==> src/rtl/gcd_job_sequencer.sv <==
// Transactional front end for the rv32i GCD core: reset, start, run, then return result or timeout.
// Optional GCD_STATS_EN adds job, timeout and last-run-length counters.
module gcd_job_sequencer #(
  parameter int RESET_CYCLES   = 2,
  parameter int START_CYCLES   = 6,
  parameter int STABLE_CYCLES  = 2,
  parameter int TIMEOUT_CYCLES = 1024,
  parameter int CNT_W          = 16
) (
  input  logic             clk,
  input  logic             rst_n,
  input  logic             req_valid,
  output logic             req_ready,
  input  logic [31:0]      req_a,
  input  logic [31:0]      req_b,
  output logic             rsp_valid,
  input  logic             rsp_ready,
  output logic [31:0]      rsp_result,
  output logic             rsp_timeout,
  output logic             cpu_rst_n,
  output logic             cpu_calc_start,
  output logic [31:0]      cpu_gcd_a,
  output logic [31:0]      cpu_gcd_b,
  input  logic [31:0]      cpu_gcd_result
`ifdef GCD_STATS_EN
  ,
  output logic [31:0]      stat_jobs,
  output logic [31:0]      stat_timeouts,
  output logic [CNT_W-1:0] stat_last_cycles
`endif
);

  localparam int STAB_W = (STABLE_CYCLES > 1) ? $clog2(STABLE_CYCLES) : 1;
  localparam logic [CNT_W-1:0]  RST_LAST  = CNT_W'(RESET_CYCLES - 1);
  localparam logic [CNT_W-1:0]  TO_LAST   = CNT_W'(TIMEOUT_CYCLES - 1);
  localparam logic [CNT_W-1:0]  START_N   = CNT_W'(START_CYCLES);
  localparam logic [STAB_W-1:0] STAB_LAST = STAB_W'(STABLE_CYCLES - 1);

  typedef enum logic [1:0] {S_IDLE, S_RST, S_RUN, S_DONE} state_t;

  state_t             r_state;
  state_t             w_state_next;
  logic [CNT_W-1:0]   r_cnt;
  logic [CNT_W-1:0]   w_cnt_next;
  logic [STAB_W-1:0]  r_stab;
  logic [STAB_W-1:0]  w_stab_next;
  logic [31:0]        r_prev;

  logic               r_req_ready;
  logic               r_rsp_valid;
  logic [31:0]        r_rsp_result;
  logic               r_rsp_timeout;
  logic               r_cpu_rst_n;
  logic               r_cpu_calc_start;
  logic [31:0]        r_cpu_gcd_a;
  logic [31:0]        r_cpu_gcd_b;

  logic               w_req_ready_next;
  logic               w_rsp_valid_next;
  logic [31:0]        w_rsp_result_next;
  logic               w_rsp_timeout_next;
  logic               w_cpu_rst_n_next;
  logic               w_cpu_calc_start_next;
  logic [31:0]        w_cpu_gcd_a_next;
  logic [31:0]        w_cpu_gcd_b_next;

  logic               w_accept;
  logic               w_bypass;
  logic               w_match;
  logic               w_complete;
  logic               w_timeout;
  logic               w_rsp_hs;

  assign w_accept   = (r_state == S_IDLE) && req_valid && r_req_ready;
  assign w_bypass   = (req_a == 32'd0) || (req_b == 32'd0);
  assign w_match    = (cpu_gcd_result != 32'd0) && (cpu_gcd_result == r_prev);
  assign w_complete = (r_state == S_RUN) && w_match && (r_stab == STAB_LAST);
  // Completion takes priority over a coincident timeout.
  assign w_timeout  = (r_state == S_RUN) && !w_complete && (r_cnt == TO_LAST);
  assign w_rsp_hs   = r_rsp_valid && rsp_ready;

  always_ff @(posedge clk or negedge rst_n) begin
    if (!rst_n) begin
      r_state <= S_IDLE;
      r_cnt   <= '0;
      r_stab  <= '0;
      r_prev  <= 32'd0;
    end else begin
      r_state <= w_state_next;
      r_cnt   <= w_cnt_next;
      r_stab  <= w_stab_next;
      r_prev  <= (r_state == S_RUN) ? cpu_gcd_result : 32'd0;
    end
  end

  always_comb begin
    w_state_next = r_state;
    case (r_state)
      S_IDLE: if (w_accept) w_state_next = w_bypass ? S_DONE : S_RST;
      S_RST:  if (r_cnt == RST_LAST) w_state_next = S_RUN;
      S_RUN:  if (w_complete || w_timeout) w_state_next = S_DONE;
      S_DONE: if (w_rsp_hs) w_state_next = S_IDLE;
      default: w_state_next = S_IDLE;
    endcase
  end

  always_comb begin
    w_cnt_next  = '0;
    w_stab_next = '0;
    if (w_state_next == r_state && (r_state == S_RST || r_state == S_RUN)) begin
      w_cnt_next = r_cnt + 1'b1;
    end
    if (r_state == S_RUN && w_state_next == S_RUN && w_match) begin
      w_stab_next = r_stab + 1'b1;
    end
  end

  always_comb begin
    w_req_ready_next      = (w_state_next == S_IDLE);
    w_rsp_valid_next      = (w_state_next == S_DONE);
    w_cpu_rst_n_next      = (w_state_next == S_RUN);
    w_cpu_calc_start_next = (w_state_next == S_RUN) && (w_cnt_next < START_N);
    w_rsp_result_next     = r_rsp_result;
    w_rsp_timeout_next    = r_rsp_timeout;
    w_cpu_gcd_a_next      = r_cpu_gcd_a;
    w_cpu_gcd_b_next      = r_cpu_gcd_b;
    if (w_accept) begin
      w_cpu_gcd_a_next = req_a;
      w_cpu_gcd_b_next = req_b;
      if (w_bypass) begin
        w_rsp_result_next  = req_a | req_b;
        w_rsp_timeout_next = 1'b0;
      end
    end
    if (w_complete) begin
      w_rsp_result_next  = cpu_gcd_result;
      w_rsp_timeout_next = 1'b0;
    end else if (w_timeout) begin
      w_rsp_result_next  = 32'd0;
      w_rsp_timeout_next = 1'b1;
    end
  end

  always_ff @(posedge clk or negedge rst_n) begin
    if (!rst_n) begin
      r_req_ready      <= 1'b0;
      r_rsp_valid      <= 1'b0;
      r_rsp_result     <= 32'd0;
      r_rsp_timeout    <= 1'b0;
      r_cpu_rst_n      <= 1'b0;
      r_cpu_calc_start <= 1'b0;
      r_cpu_gcd_a      <= 32'd0;
      r_cpu_gcd_b      <= 32'd0;
    end else begin
      r_req_ready      <= w_req_ready_next;
      r_rsp_valid      <= w_rsp_valid_next;
      r_rsp_result     <= w_rsp_result_next;
      r_rsp_timeout    <= w_rsp_timeout_next;
      r_cpu_rst_n      <= w_cpu_rst_n_next;
      r_cpu_calc_start <= w_cpu_calc_start_next;
      r_cpu_gcd_a      <= w_cpu_gcd_a_next;
      r_cpu_gcd_b      <= w_cpu_gcd_b_next;
    end
  end

  assign req_ready      = r_req_ready;
  assign rsp_valid      = r_rsp_valid;
  assign rsp_result     = r_rsp_result;
  assign rsp_timeout    = r_rsp_timeout;
  assign cpu_rst_n      = r_cpu_rst_n;
  assign cpu_calc_start = r_cpu_calc_start;
  assign cpu_gcd_a      = r_cpu_gcd_a;
  assign cpu_gcd_b      = r_cpu_gcd_b;

`ifdef GCD_STATS_EN
  logic [31:0]      r_stat_jobs;
  logic [31:0]      r_stat_timeouts;
  logic [CNT_W-1:0] r_stat_last_cycles;
  logic             w_done_entry;

  assign w_done_entry = (r_state != S_DONE) && (w_state_next == S_DONE);

  always_ff @(posedge clk or negedge rst_n) begin
    if (!rst_n) begin
      r_stat_jobs        <= 32'd0;
      r_stat_timeouts    <= 32'd0;
      r_stat_last_cycles <= '0;
    end else begin
      if (w_rsp_hs) begin
        r_stat_jobs <= r_stat_jobs + 32'd1;
        if (r_rsp_timeout) r_stat_timeouts <= r_stat_timeouts + 32'd1;
      end
      // RUN length includes the exit cycle; bypass jobs never enter RUN.
      if (w_done_entry) begin
        r_stat_last_cycles <= (r_state == S_RUN) ? r_cnt + 1'b1 : '0;
      end
    end
  end

  assign stat_jobs        = r_stat_jobs;
  assign stat_timeouts    = r_stat_timeouts;
  assign stat_last_cycles = r_stat_last_cycles;
`endif

endmodule

==> config.mk <==
export PLATFORM = sky130hd
export DESIGN_NAME = gcd_job_sequencer
export DESIGN_NICKNAME = d
export VERILOG_FILES = /design/src/rtl/gcd_job_sequencer.sv
export SDC_FILE = /design/constraint.sdc
export NUM_CORES = 1
export LEC_CHECK = 0
export ABC_CLOCK_PERIOD_IN_PS = 3950
export CORE_ASPECT_RATIO = 1.1
export CORE_MARGIN = 2
export CORE_UTILIZATION = 45
export CTS_CLUSTER_DIAMETER = 120
export DETAILED_ROUTE_END_ITERATION = 16
export PLACE_DENSITY = 0.75
export SKIP_CTS_REPAIR_TIMING = 1
export SLEW_MARGIN = 20
export SYNTH_ARGS = -nofsm -noshare
export SYNTH_HDL_FRONTEND = slang
export SYNTH_SLANG_ARGS = --single-unit
==> constraint.sdc <==
create_clock -name clk -period 3.95 [get_ports clk]
set_input_delay 0.5925 -clock clk [delete_from_list [all_inputs] [get_ports clk]]
set_output_delay 0.5925 -clock clk [all_outputs]
set_load 0.02 [all_outputs]
### After elaboration in Yosys (flattened, before gate mapping)

Cells that the tools add are included.

* bits in registers: 152
* latch bits: 0
* bits in writable memories: 0
* ROM bits: 0
* memories: 0

* add/subtract/negate cells: 2
* $mul: 0
* divide/modulo/power cells: 0
* order comparisons: 1
* equal/unequal tests: 9
* shift operators: 0
* mux-type cells: 17
* bitwise gates (word level): 1
* reductions and logical operators: 24

Operators by type and width (number)
* 32-bit two-way mux: 5
* 32-bit logical NOT: 2
* 32-bit == test: 1
* 32-bit bitwise OR: 1
* 32-bit nonzero test: 1
* 16-bit by 1-bit adder with 16-bit output, second input constant: 1
* 16-bit by 1-bit == test with 1-bit output, second input constant: 1
* 16-bit by 10-bit == test with 1-bit output, second input constant: 1
* 16-bit by 3-bit < comparator with 1-bit output, second input constant: 1
* 16-bit two-way mux: 1
* 1-bit logical AND: 12
* 2-bit two-way mux: 5
* 2-bit == test, second input constant: 4
* 2-bit one-hot mux with 4 select lines: 1
* 3-bit nonzero test: 2
* 1-bit two-way mux: 5
* 2-bit logical NOT: 2
* 1-bit logical OR: 3
* 2-bit by 1-bit == test with 1-bit output, second input constant: 1
* 2-bit == test: 1
* 2-bit AND reduction: 1
* 1-bit adder, second input constant: 1
* 1-bit logical NOT: 1

### Logic depth before layout (Yosys ltp)

Gate-level depths: netlist of run 1.

* depth after elaboration: 15
* depth in mapped cells: 10

### Worst setup path before layout of run 1

No wires, ideal clock.

* path kind: input -> register
* from: in cpu_gcd_result[12]
* to: reg r_cnt[2]
* data arrival time: 2.305 ns
* data required time: 3.829 ns
* slack: 1.523 ns
* stages: 8
* buffers on the path: 1
* cells stage by stage: xor2_1 nor4_1 o2111ai_1 nor4_4 o31ai_2 o211ai_2 buf_4 nor2_1

* word-level cells in the longest chain between the ends: 13
* elaborated cells on any way between the ends: 14
* those cells by class: 2 x eq/ne; 3 x mux; 9 x reduce/logical

RTL lines
* start, declared: line 24 `input logic [31:0] cpu_gcd_result`
* 32-bit == test / 32-bit nonzero test (equally long branches): line 76 `assign w_match = (cpu_gcd_result != 32'd0) && (cpu_gcd_result == r_prev);`
* 1-bit logical AND *: line 76
* 1-bit logical AND * (2 in a row): line 77 `assign w_complete = (r_state == S_RUN) && w_match && (r_stab == STAB_LAST);`
* 1-bit logical NOT: line 79 `assign w_timeout = (r_state == S_RUN) && !w_complete && (r_cnt == TO_LAST);`
* 1-bit logical AND (2 in a row): line 79
* 1-bit logical OR *: line 101 `S_RUN: if (w_complete || w_timeout) w_state_next = S_DONE;`
* 2-bit two-way mux *: line 101
* 2-bit one-hot mux with 4 select lines *: line 98 `case (r_state)`
* 2-bit == test *: line 110 `if (w_state_next == r_state && (r_state == S_RST || r_state == S_RUN)) begin`
* 1-bit logical AND *: line 110
* 16-bit two-way mux *: line 110
* net w_cnt_next[2]: line 44 `logic [CNT_W-1:0] w_cnt_next;`
* end signal, assigned: line 90 `r_cnt <= w_cnt_next;`
* end, declared: line 43 `logic [CNT_W-1:0] r_cnt;`

Mark *: on every way through the listed nets, which the timed path passes. The rest lies on a longest branch.
A chain may end at the register's enable or synchronous reset.

### Worst setup path after layout of run 1

* from: in cpu_gcd_result[26]
* to: reg r_rsp_result[21], in the netlist rsp_result[21]

* word-level cells in the longest chain between the ends: 9
* elaborated cells on any way between the ends: 13
* those cells by class: 1 x eq/ne; 2 x mux; 10 x reduce/logical

RTL lines
* 32-bit == test / 32-bit nonzero test (equally long branches): line 76
* 1-bit logical AND *: line 76
* 1-bit logical AND * (2 in a row): line 77
* 1-bit logical NOT: line 79
* 1-bit logical AND (2 in a row): line 79
* 3-bit nonzero test (no line) / 32-bit two-way mux (equally long branches)
* 2-bit AND reduction (no line) / 32-bit two-way mux (equally long branches)
* end signal, assigned: line 157 `r_rsp_result <= w_rsp_result_next;`
* end, declared: line 51 `logic [31:0] r_rsp_result;`

Every way passes the cells marked *; elsewhere a longest branch is shown, timed or not.

==> reports/metrics.cfg, run 1 <==
[status]
status=finished, final reports clean

[critical_path]
crit_fanout=34
cp_top_family=simple AND/OR/NAND/NOR gates
cp.arrival_ns=3.36
crit_path_frequent_cell=buf_4
startpoint_type=input port
worst_setup_path_end_kind=flop
crit_path_max_incr_delay_ns=0.55
cp_slowest_cell=nor4_1
path_class=input port to flop
path_cells=clkdlybuf4s50_1, xor2_1, nor4_1, nand4_1, nor4_4, buf_4, nor2_2, buf_4, a22oi_1, nor2_1
cp.required_ns=4.26
worst-path-buf-inv=3

[pwr]
internal_power_uw=2800
seqPwrFrac_pct=44.3
power_switching_share_pct=21.5
power.leakage_uw=0.00447
power.switching_uw=768
comb_power_share_pct=6.6
irDropWorstVdd_mv=0.287
powerDensity_nw_per_um2=365
power.share.clock_pct=49.0
power_uw=3570

[synth]
muxShareOfSynthArea_pct=10.4
syn_inst=638
synth_top_family_by_area=simple AND/OR/NAND/NOR gates
ys_seq_elements=152
synth-adder-area-share_pct=1.09
syn-num-nets=744
synth_edf_count=0
synth-compound-area-share_pct=5.93
async_flop_share_pct=100
synth_simple_gate_area_share_pct=19.2
yosysUniqueCellTypes=40
ys_warn_count=0
syn_avg_cell_area_um2=10.8
synth-seq-area-share_pct=55.2
synthesis.area_um2=6900
synth-xor-area-share_pct=6.10
synth_top_flop_cell=dfrtp_1

[global_routing]
grt_pass1_vias=5880
grtUsageMet3_pct=5.78
gr-usage-met1_pct=31.4
grtUsageTotal_pct=25.1
antenna_found_initial=0
grt_pass1_wl_um=31300
overflow=0
use_met2_pct=42.8
grt_max_degree=112
top_usage_layer=met2

[sta]
worstMarginPinSlew_ns=0.875
fin_setup_tns_ns=0
fmaxAchievable_mhz=328
slew_headroom_pct=41.6
finalHoldViolCount=0
rsz0062_at_grt=no
final-setup-viol-count=0
skew_ns=0.00738
period_share_pct=77.1
min_period_ns=3.05
setup_ws_ns=0.905
drv_slew=0

[placement]
numPortBuffers=200
placed_cells=1015
dpl.hpwl_um=14600
gp_congestion=0.871
post-place-ws_ns=0.544

[floorplanning]
num_rows=47
core-area_um2=15000
fp.dieArea_um2=16300
initial_core_util_pct=46.0
die_x_um=122
die_h_um=134
pin_count=201

[detailed_routing]
route.detailed.drc=0
dr.first_iter.drc_count=358
routed_via_density=5.43
drtPass1Iterations=6
ant_nets=0
num_vias=5689
wire_per_inst_um=18.9
totalWireLength_um=19800

[cts]
cts_root_buf=clkbuf_16
cts.htree.levels=4
cts_made_buffers=17
path_clk_slew_ns=0.06
cts_tree=built
cts.sinks=152
clk_latency_ns=0.43
clockBufferDepth=2

[layout]
drive_above_1_share_pct=13.2
syn_to_final_growth_pct=41.6
instances_no_fill=1047
num_antenna_cells=0
nets=944
final_core_utilization_pct=65.1

[hold_path]
worstHoldPathType=input port to asynchronous set/reset pin

[flow_run]
drv_cap=0

layer usage:
layer / part of all wire (%) / routed length, um
met1: 40 / 7950
met2: 52 / 10200
met3: 6.0 / 1190
met4: 2.2 / 436
met5: 0 / 0
cells in the mapped netlist (all sizes together), types with 3 or more instances:
| cell type | instances | area share, % |
|---|---|---|
| and2 | 35 | 3.2 |
| xor2 | 38 | 4.8 |
| a21boi | 3 | 0.33 |
| mux2 | 64 | 10 |
| nor4 | 35 | 3.4 |
| nand2 | 41 | 2.2 |
| nand3 | 9 | 0.65 |
| buf | 5 | 0.38 |
| xnor2 | 10 | 1.3 |
| a22oi | 32 | 3.5 |
| inv | 8 | 0.44 |
| clkbuf | 24 | 1.3 |
| a31oi | 3 | 0.27 |
| nor3 | 8 | 0.58 |
| dfrtp | 152 | 55 |
| o21ai | 6 | 0.44 |
| nor2 | 122 | 6.6 |
| ha | 6 | 1.1 |
| and3 | 5 | 0.45 |
| nand4 | 13 | 1.2 |
kinds of logic after synthesis:
family	count (synthesis)
muxes	64
DFF	152
AOI/OAI and AO/OA	55
xor gates and xnor gates	48
and+or+nand+nor	276
buffers and inverters	37
adders and majority gates	6
final cells by class:
| class | count | area (um^2) |
|---|---|---|
| Clock inverter | 11 | 170 |
| Multi-Input combinational cell | 449 | 2960 |
| Timing Repair Buffer | 210 | 2080 |
| Inverter | 8 | 30.0 |
| Tap cell | 196 | 245 |
| Clock buffer | 21 | 470 |
| Fill cell | 1201 | 5230 |
| Sequential cell | 152 | 3800 |
state kept, by name (all words and copies together), names as in the netlist, 2 cells and up:
| signal | flops |
|---|---|
| rsp_result | 32 |
| cpu_gcd_b | 32 |
| r_cnt | 16 |
| r_prev | 32 |
| r_state | 2 |
| cpu_gcd_a | 32 |
power by group through the flow:
stage	clock network [uW]	logic, uW	registers, uW
floorplan	0	48.5	1610
global placement	0	234	1610
detailed placement	0	237	1610
CTS	1770	238	1580
global route	1830	257	1580
finish	1750	237	1580
placed cells by master (no fill, tap or decap), types with 3 or more instances in the layout:
cell,instances
a22oi_1,32
nor2_1,121
clkdlybuf4s50_1,199
nor4_1,34
and3_1,5
a21boi_0,3
buf_4,10
nand4_1,13
clkinvlp_4,3
xnor2_1,10
clkbuf_16,17
nand2_1,41
nand3_1,8
mux2_2,64
inv_1,8
xor2_1,38
nor3_1,8
ha_1,6
a31oi_1,3
o21ai_0,6
clkbuf_8,4
and2_1,35
dfrtp_1,152
bufinv_16,4
per-stage QoR:
stage,hold slack (ns),cell area (um^2)
2_1_floorplan,0.297,6900
3_3_place_gp,0.487,9120
3_5_place_dp,0.494,9120
4_1_cts,0.350,9760
5_1_grt,0.353,9760
6_report,0.282,9760
path summary, 6_finish.rpt:
check                              startpoint             end  slack [ns]  cells past startpoint
max                        cpu_gcd_result[26]  rsp_result[21]        0.90                     10
min                                     rst_n   cpu_gcd_b[15]        0.28                      1
max reg2reg                          r_cnt[0]  cpu_calc_start        1.09                      7
min reg2reg                     cpu_gcd_a[12]   cpu_gcd_a[12]        0.50                      1
max in group asynchronous               rst_n   cpu_gcd_b[26]        2.80                      2
min in group clk                cpu_gcd_a[12]   cpu_gcd_a[12]        0.50                      1
Note: power is estimated with default switching activity, not from simulation.
==> run 2, diff against run 1 <==
- ABC_CLOCK_PERIOD_IN_PS: 3950 -> 2500
- CORE_UTILIZATION: 45 -> 43
- PLACE_DENSITY: 0.75 -> 0.76
- clock period: 3.95 -> 2.5 ns (I/O delays scaled with it)
==> reports/metrics.cfg, run 2 (synthesized netlist as in run 1, its figures left out) <==
[placement]
placed_cells=1141
dpl.hpwl_um=16200
numPortBuffers=200
gp_congestion=0.860

[cts]
clk_latency_ns=0.43
path_clk_slew_ns=0.06
cts_made_buffers=17
cts_root_buf=clkbuf_16
cts_tree=built
cts.sinks=152
cts.htree.levels=4
clockBufferDepth=2

[global_routing]
overflow=0
grt_pass1_vias=6528
grt_max_degree=57
grtUsageTotal_pct=25.2
grt_pass1_wl_um=33500
antenna_found_initial=1

[pwr]
power.leakage_uw=0.00508
comb_power_share_pct=9.3
power.share.clock_pct=45.0
internal_power_uw=4250
powerDensity_nw_per_um2=509
power.switching_uw=1220
power_switching_share_pct=22.3
irDropWorstVdd_mv=0.343
seqPwrFrac_pct=45.7

[detailed_routing]
ant_nets=0
drtPass1Iterations=8
num_vias=6103
dr.first_iter.drc_count=388
routed_via_density=5.19
route.detailed.drc=0
totalWireLength_um=21200
wire_per_inst_um=18.0

[layout]
drive_above_1_share_pct=25.1
final_cell_mix=198 x clkdlybuf4s50_1, 152 x dfrtp_1, 132 x buf_4
syn_to_final_growth_pct=55.8
instances_no_fill=1176
nets=1071
final_common_cell=clkdlybuf4s50_1

[hold_path]
worstHoldPathType=input port to flop

[sta]
drv_slew=0
period_share_pct=96.6
fin_setup_tns_ns=0
worstMarginPinSlew_ns=0.539
skew_ns=0.00769
min_period_ns=2.41
final-setup-viol-count=0
slew_headroom_pct=64.1
rsz0062_at_grt=no
finalHoldViolCount=0
fmaxAchievable_mhz=414

[critical_path]
cp.arrival_ns=2.72
worst_setup_path_end_kind=flop
startpoint_type=input port
path_class=input port to flop
cp.required_ns=2.81
crit_fanout=16

[floorplanning]
fp.dieArea_um2=17100
core-area_um2=15700
num_rows=48
die_h_um=137
die_x_um=125
pin_count=201
initial_core_util_pct=44.0

[flow_run]
drv_cap=0

[status]
status=finished, final reports clean

run 2: through the flow:
stage / total power [uW] / area [um^2] / utilization [%] / setup WS [ns] / hold slack (ns)
after floorplan: 2620 / 6900 / - / 0.291 / 0.0794
after global placement: 3040 / 10100 / 64.2 / -0.408 / 0.367
after detailed placement: 3040 / 10100 / 64.2 / -0.428 / 0.371
after CTS: 5480 / 10600 / 67.7 / 0.00341 / -0.0808
after global routing: 5640 / 10700 / 68.5 / 0.00509 / 0.359
final: 5470 / 10700 / 68.6 / 0.0860 / 0.345
run 2: cell type report:
class,count,area (um^2)
fillers,1146,4930
flip-flops and latches,152,3800
repair buffers,337,3070
multi-input cells,449,3040
clock buffers,20,447
well taps,200,250
clock inverters,9,104
inverters,8,30.0
diodes,1,2.50
run 2: worst paths after layout:
check | to | depth (start not counted) | start | slack (ns)
max | rsp_result[19] | 11 | cpu_gcd_result[25] | 0.09
min | r_prev[0] | 2 | cpu_gcd_result[0] | 0.34
max reg2reg | r_stab | 9 | r_cnt[1] | 0.17
min reg2reg | cpu_gcd_a[12] | 1 | cpu_gcd_a[12] | 0.50
max in group asynchronous | cpu_gcd_a[4] | 3 | rst_n | 1.29
min in group asynchronous | cpu_gcd_a[16] | 2 | rst_n | 0.47
run 2: worst max-delay path, stage by stage:
cell	delay [ns]
clkdlybuf4s50_1	0.49
nor4_2	0.34
buf_4	0.15
nand4_1	0.12
o2111ai_1	0.23
buf_4	0.17
nor3_1	0.06
or3_1	0.38
buf_4	0.22
nor2_1	0.12
nor2_1	0.07
run 2: power groups by stage:
stage | clock network, uW | logic [uW] | registers, uW
6_report | 2460 | 508 | 2500
5_1_grt | 2590 | 552 | 2500
4_1_cts | 2480 | 504 | 2500
3_5_place_dp | 0 | 500 | 2540
3_3_place_gp | 0 | 494 | 2540
2_1_floorplan | 0 | 76.6 | 2540
run 2: layer usage:
| layer | track usage, % | wire [um] |
|---|---|---|
| met2 | 44.0 | 10600 |
| met5 | 0 | 0 |
| met4 | 6.43 | 397 |
| met1 | 29.9 | 8500 |
| met3 | 8.95 | 1680 |
